## src/rtl/coin_dispenser.sv

```systemverilog
// coin_dispenser: payout side of the coin vending datapath.
// Pays a change amount (0..99 cents) as a sequence of single coins, greedy
// largest-first (25, 10, 5, 1), skipping any denomination whose inventory is
// empty. Coins are offered to the ejector with a valid/ready handshake.
//
// Ports:
//   MAX10_CLK1_50  system clock, rising edge
//   rst_n          asynchronous active-low reset
//   load, amount   start request and change to pay (sampled only in IDLE)
//   busy           high whenever the FSM is not IDLE (decoded from state)
//   coin_valid     coin offered to the ejector
//   coin_sel       one-hot denomination {25,10,5,1}; 0000 when not offering
//   coin_ready     ejector accepts the offered coin
//   remaining      cents still owed
//   done           one-cycle pulse at the end of every payout
//   short          sticky: last payout ran out of usable coins
//   err            sticky: last load request had amount > 99
//   inv            inventory counts {n25,n10,n5,n1}, 4 bits each
module coin_dispenser #(
  parameter int INV_1  = 15,
  parameter int INV_5  = 15,
  parameter int INV_10 = 15,
  parameter int INV_25 = 15
) (
  input  logic        MAX10_CLK1_50,
  input  logic        rst_n,
  input  logic        load,
  input  logic [6:0]  amount,
  output logic        busy,
  output logic        coin_valid,
  output logic [3:0]  coin_sel,
  input  logic        coin_ready,
  output logic [6:0]  remaining,
  output logic        done,
  output logic        short,
  output logic        err,
  output logic [15:0] inv
);

  typedef enum logic [1:0] {IDLE, SELECT, OFFER, DONE} state_t;

  state_t     state, state_n;
  logic [6:0] remaining_n;
  logic [3:0] coin_sel_n;
  logic       coin_valid_n, done_n, short_n, err_n;
  // cnt[0]=1c, cnt[1]=5c, cnt[2]=10c, cnt[3]=25c (same bit order as coin_sel)
  logic [3:0] cnt   [4];
  logic [3:0] cnt_n [4];
  logic [3:0] pick;
  logic [6:0] coin_val;

  assign busy = (state != IDLE);
  assign inv  = {cnt[3], cnt[2], cnt[1], cnt[0]};

  // Greedy pick: largest denomination that fits and is still stocked.
  always_comb begin
    pick = 4'b0000;
    if      (remaining >= 7'd25 && cnt[3] != 4'd0) pick = 4'b1000;
    else if (remaining >= 7'd10 && cnt[2] != 4'd0) pick = 4'b0100;
    else if (remaining >= 7'd5  && cnt[1] != 4'd0) pick = 4'b0010;
    else if (remaining >= 7'd1  && cnt[0] != 4'd0) pick = 4'b0001;
  end

  always_comb begin
    unique case (coin_sel)
      4'b1000: coin_val = 7'd25;
      4'b0100: coin_val = 7'd10;
      4'b0010: coin_val = 7'd5;
      4'b0001: coin_val = 7'd1;
      default: coin_val = 7'd0;
    endcase
  end

  always_comb begin
    state_n      = state;
    remaining_n  = remaining;
    coin_sel_n   = coin_sel;
    coin_valid_n = coin_valid;
    done_n       = 1'b0;
    short_n      = short;
    err_n        = err;
    for (int i = 0; i < 4; i++) cnt_n[i] = cnt[i];

    unique case (state)
      IDLE: begin
        if (load) begin
          if (amount > 7'd99) begin
            err_n = 1'b1;
          end else begin
            remaining_n = amount;
            short_n     = 1'b0;
            err_n       = 1'b0;
            state_n     = SELECT;
          end
        end
      end
      SELECT: begin
        if (remaining == 7'd0) begin
          done_n  = 1'b1;
          state_n = DONE;
        end else if (pick != 4'b0000) begin
          coin_sel_n   = pick;
          coin_valid_n = 1'b1;
          state_n      = OFFER;
        end else begin
          short_n = 1'b1;
          done_n  = 1'b1;
          state_n = DONE;
        end
      end
      OFFER: begin
        if (coin_valid && coin_ready) begin
          // Selection guaranteed coin_val <= remaining and cnt > 0.
          remaining_n = remaining - coin_val;
          for (int i = 0; i < 4; i++)
            if (coin_sel[i]) cnt_n[i] = cnt[i] - 4'd1;
          coin_valid_n = 1'b0;
          coin_sel_n   = 4'b0000;
          state_n      = SELECT;
        end
      end
      DONE: state_n = IDLE;
      default: state_n = IDLE;
    endcase
  end

  always_ff @(posedge MAX10_CLK1_50 or negedge rst_n) begin
    if (!rst_n) begin
      state      <= IDLE;
      remaining  <= '0;
      coin_sel   <= '0;
      coin_valid <= 1'b0;
      done       <= 1'b0;
      short      <= 1'b0;
      err        <= 1'b0;
      cnt[0]     <= 4'(INV_1);
      cnt[1]     <= 4'(INV_5);
      cnt[2]     <= 4'(INV_10);
      cnt[3]     <= 4'(INV_25);
    end else begin
      state      <= state_n;
      remaining  <= remaining_n;
      coin_sel   <= coin_sel_n;
      coin_valid <= coin_valid_n;
      done       <= done_n;
      short      <= short_n;
      err        <= err_n;
      for (int i = 0; i < 4; i++) cnt[i] <= cnt_n[i];
    end
  end

endmodule

```

## config.mk

```make
export PLATFORM = sky130hd
export DESIGN_NAME = coin_dispenser
export DESIGN_NICKNAME = d
export VERILOG_FILES = /design/src/rtl/coin_dispenser.sv
export SDC_FILE = /design/constraint.sdc
export NUM_CORES = 1
export LEC_CHECK = 0
export ABC_AREA = 1
export ABC_CLOCK_PERIOD_IN_PS = 6060
export CORE_MARGIN = 8
export CORE_UTILIZATION = 40
export DETAILED_ROUTE_END_ITERATION = 10
export GPL_TIMING_DRIVEN = 0
export PLACE_DENSITY = 0.63
export SLEW_MARGIN = 40
export SYNTH_ARGS = -nofsm -noshare
export SYNTH_HDL_FRONTEND = slang
export SYNTH_SLANG_ARGS = --single-unit
export TNS_END_PERCENT = 100
```

## constraint.sdc

```tcl
create_clock -name MAX10_CLK1_50 -period 6.06 [get_ports MAX10_CLK1_50]
set_input_delay 1.818 -clock MAX10_CLK1_50 [delete_from_list [all_inputs] [get_ports MAX10_CLK1_50]]
set_output_delay 1.818 -clock MAX10_CLK1_50 [all_outputs]
set_load 0.02 [all_outputs]
```

==> Yosys cells after proc, flatten, opt, wreduce, memory -nomap -nowiden <==
Cells that the tools add are included.
{ "word_totals": {"register_bits": 33, "latchBits": 0, "ram_bits": 0, "romBits": 0, "in_bits": 11, "output_inout_bits": 32, "n_memories": 0} }
{ "op_classes": {"addsub": 5, "multipliers": 0, "div_mod_pow": 0, "order_cmp": 5, "n_eq_ne": 13, "n_shift": 0, "mux": 32, "n_bitwise": 0, "n_reduce_logical": 25} }
{ "ops": {"columns": ["op", "n"], "rows": [
  ["2-to-1 mux 7 bit", 3],
  ["case mux 5 bit (4 select lines)", 1],
  ["nonzero test 4 bit", 5],
  ["2-to-1 mux 4 bit", 4],
  ["subtractor 4 x 1 -> 4 bit (second input constant)", 4],
  ["AND reduction 3 bit", 5],
  ["2-to-1 mux 1 bit", 14],
  ["case mux 7 bit (2 select lines)", 1],
  ["!= test 2 bit (second input constant)", 6],
  ["2-to-1 mux 2 bit", 4],
  ["case mux 2 bit (4 select lines)", 1],
  ["case mux 4 bit (2 select lines)", 1],
  ["AND reduction 4 bit", 2],
  ["nonzero test 2 bit", 4],
  [">= comparator 7 x 1 -> 1 bit (second input constant)", 1],
  [">= comparator 7 x 3 -> 1 bit (second input constant)", 1],
  [">= comparator 7 x 4 -> 1 bit (second input constant)", 1],
  [">= comparator 7 x 5 -> 1 bit (second input constant)", 1],
  ["> comparator 7 bit (second input constant)", 1],
  ["zero test 7 bit", 1],
  ["subtractor 7 bit", 1],
  ["logical AND 1 bit", 5],
  ["AND reduction 5 bit", 1],
  ["equality test 2 bit (second input constant)", 2],
  ["other kinds (9)", 10]
]} }

==> Depth between registers and ports, before layout <==
{ "depth": {"depth_word": 10, "depth_mapped": 13} }

==> Worst setup path after synthesis <==
Ideal clock, no wire load.
{ "synth_timing": {"path_kind": "input port to flip-flop", "start": "input amount[4]", "end": "register remaining[6]", "setup_time_ns": 0.083, "arrival_time_ns": 2.628, "required_time_ns": 5.977, "path_slack_ns": 3.349, "path_stages": 9, "cell_sequence": "nor2_1 a21oi_1 inv_1 nand2_1 nand2_1 nand3_2 inv_1 o21ai_0 o21ai_0"} }
{ "synth_between": {"elab_chain_cells": 3} }
{ "synth_lines": {"columns": ["item", "line", "text"], "rows": [
  ["start: declaration", "28", "input logic [6:0] amount,"],
  ["> comparator 7 bit", "87", "if (amount > 7'd99) begin"],
  ["!= test 2 bit (no line)", null, null],
  ["AND reduction 4 bit (no line)", null, null],
  ["end signal: assignment", "142", "remaining <= remaining_n;"],
  ["end: declaration", "33", "output logic [6:0] remaining,"]
]} }
No other way between the ends.
A chain may end at the register's enable or synchronous reset.

==> Worst setup path after layout <==
{ "layout_timing": {"start": "register state[1]", "end": "output busy"} }
{ "layout_between": {"elab_chain_cells": 1} }
{ "layout_lines": {"columns": ["item", "line", "text"], "rows": [
  ["start: declaration", "42", "state_t state, state_n;"],
  ["start signal: assignment", "141", "state <= state_n;"],
  ["nonzero test 2 bit", "52", "assign busy = (state != IDLE);"],
  ["end: declaration", "29", "output logic busy,"]
]} }
No other way between the ends.

==> impl_metrics.env <==
export IMPL_yosysSeqAreaShare=0.433
export IMPL_clk_latency_ns=0.28
export IMPL_maxCapViolations=0
export IMPL_slowest_delay_ns=0.54
export IMPL_core_um2=4720
export IMPL_synth_compound_area_frac=0.0878
export IMPL_cp_slowest_cell="clkdlybuf4s50_1"
export IMPL_syn2layout_area_growth_pct=32.2
export IMPL_synth_nets=258
export IMPL_layout_drive_gt1_share=0.135
export IMPL_fin_crit_sh=0.570
export IMPL_dieHeight_um=85.9
export IMPL_dieArea_um2=7370
export IMPL_wl_per_cell_um=12.0
export IMPL_synth_top_family_by_area="simple AND/OR/NAND/NOR gates"
export IMPL_hpwlAfterDp_mm=3.50
export IMPL_r2r_cells=12
export IMPL_placed_area_um2=2480
export IMPL_cts_tree="built"
export IMPL_final_seq_area_um2=846
export IMPL_io_pins=43
export IMPL_worstPathRequired_ns=4.24
export IMPL_multi_input_area_um2=948
export IMPL_grt_pass1_vias=1588
export IMPL_tightest_slew_ns=0.440
export IMPL_post_cts_setup_buffer_count=0
export IMPL_hold_buffers=0
export IMPL_drt_vias_per_instance=4.59
export IMPL_io_buffers=42
export IMPL_diodes=0
export IMPL_ant_nets=0
export IMPL_syn_avg_cell_area_um2=8.24
export IMPL_dr_pass1_iters=4
export IMPL_max_freq_ghz=0.290
export IMPL_grt_max_degree=18
export IMPL_synth_cell_area_um2=1950
export IMPL_yosys_warnings=0
export IMPL_antenna_found_initial=0
export IMPL_cts_root_buf="clkbuf_8"
export IMPL_synthXorXnorAreaFrac=0.0673
export IMPL_hold_depth=1
export IMPL_critPathMaxFanout=7
export IMPL_skew_ns=0.00285
export IMPL_end_kind="output port"
export IMPL_cts_resized=0
export IMPL_powerDensity_nw_per_um2=568
export IMPL_worstPathArrival_ns=1.63
export IMPL_hold_path_class="flop to flop"
export IMPL_hold_violations=0
export IMPL_drc_errors=0
export IMPL_grt_pass1_wl_mm=7.20
export IMPL_layout_commonest_cell="nand2_1"
export IMPL_initial_core_util=0.413
export IMPL_clockBufferDepth=2
export IMPL_final_area_um2=2580
export IMPL_ys_types=26
export IMPL_clock_sinks=33
export IMPL_rows=25
export IMPL_drv_slew=0
export IMPL_crit_type="flop to output port"
export IMPL_synth_fa_ha_area_frac=0.0679
export IMPL_clkTransAtPathRegs_ns=0.07
export IMPL_h_tree_depth=2
export IMPL_grt_usage=0.124
export IMPL_relSlewSlack=0.704
export IMPL_nNetsFinal=308
export IMPL_postLayoutCoreUtil=0.546
export IMPL_die_w_um=85.9
export IMPL_mostFrequentLayoutCells="nand2_1 (50), inv_1 (41), clkdlybuf4s50_1 (41)"
export IMPL_drt_iter0_markers=61
export IMPL_setup_viol=0
export IMPL_synthSimpleGateAreaFrac=0.263
export IMPL_place_congestion=0.826
export IMPL_cts_inserted_buffers=5
export IMPL_ys_ff_latch=33
export IMPL_power_leakage_nw=1.20
export IMPL_fin_crit_ns=3.45
export IMPL_overflow=0
export IMPL_rsz0062_at_grt="no"
export IMPL_outcome="finished, final reports clean"
export IMPL_cp_start_kind="flop"
export IMPL_vias=1630
export IMPL_fillCellCount=457
export IMPL_ir_worst_vdd_v=0.000240
export IMPL_synth_mux_area_frac=0
export IMPL_wirelength_mm=4.27
export IMPL_path_cells="nor2_1, inv_1, clkdlybuf4s50_1"
export IMPL_fin_tns_setup_ns=0
export IMPL_synth_cells=237
## metal layers
| layer | up-vias | track usage | share of wire |
|---|---|---|---|
| met5 | - | 0 | 0 |
| met3 | 6 | 0.0468 | 0.055 |
| met1 | 747 | 0.144 | 0.46 |
| li1 | 848 | - | - |
| met2 | 29 | 0.202 | 0.47 |
| met4 | 0 | 0.0430 | 0.013 |
## critical path: cells and delay by family (launching register included)
| kind | cells | cell delay (ns) |
|---|---|---|
| AND/OR/NAND/NOR | 1 | 0.27 |
| buffers and inverters | 2 | 0.61 |
| flip-flops | 1 | 0.47 |
## where the power goes
| group | total (W) | internal [W] | switching [W] |
|---|---|---|---|
| combinational | 0.000849 | 0.000355 | 0.000494 |
| clock | 0.000181 | 0.000103 | 0.0000784 |
| sequential | 0.000437 | 0.000343 | 0.0000934 |
## final timing paths
check                       startpoint           end  slack (ns)
max                           state[1]          busy        2.61
min                             inv[3]        inv[3]        0.49
max reg2reg                coin_sel[1]  remaining[6]        3.75
min reg2reg                     inv[3]        inv[3]        0.49
max in group asynchronous        rst_n        inv[0]        4.08
min in group asynchronous        rst_n  remaining[4]        1.48
## sequential cells by signal (all words and copies together), names as in the netlist
name        count
remaining       7
done            1
state           2
coin_valid      1
short           1
coin_sel        4
err             1
inv            16
## through the flow
stage / hold slack [ns] / worst slack (ns) / total power (W) / instances
floorplan: 0.526 / 3.35 / 0.000996 / 237
global placement: 0.466 / 2.47 / 0.00129 / 346
detailed placement: 0.483 / 2.63 / 0.00130 / 347
CTS: 0.497 / 2.59 / 0.00149 / 355
global route: 0.504 / 2.49 / 0.00162 / 355
finish: 0.492 / 2.61 / 0.00147 / 355
## logic make-up (layout without fill, tap and decap cells)
family,Yosys count,in the layout
AND/OR/NAND/NOR,105,105
buffers and inverters,42,93
flip-flops,33,33
AO/OA/AOI/OAI,32,32
XOR/XNOR,15,15
adder cells (fa/ha/maj),10,10
## cell type report
type / count / area share
Tap cell: 67 / 0.0325
Clock buffer: 7 / 0.0373
Timing Repair Buffer: 43 / 0.172
Inverter: 42 / 0.0611
Sequential cell: 33 / 0.328
Clock inverter: 1 / 0.00194
Multi-Input combinational cell: 162 / 0.368
## synthesized netlist by cell type (all sizes together)
cell type  count  share of area
dfstp         16           0.22
xor2          13          0.058
ha             9          0.058
nand4          7          0.029
a31oi          1         0.0032
nand3         12          0.040
o21ai         17          0.044
inv           42          0.081
fa             1          0.010
o21bai         1         0.0038
and2           1         0.0032
nor3           3         0.0077
dfrtp         17           0.22
o211ai         3          0.012
nand2         51          0.099
nor2          31          0.084
xnor2          2         0.0090
a21oi         10          0.026
(Power assumes the default switching activity.)
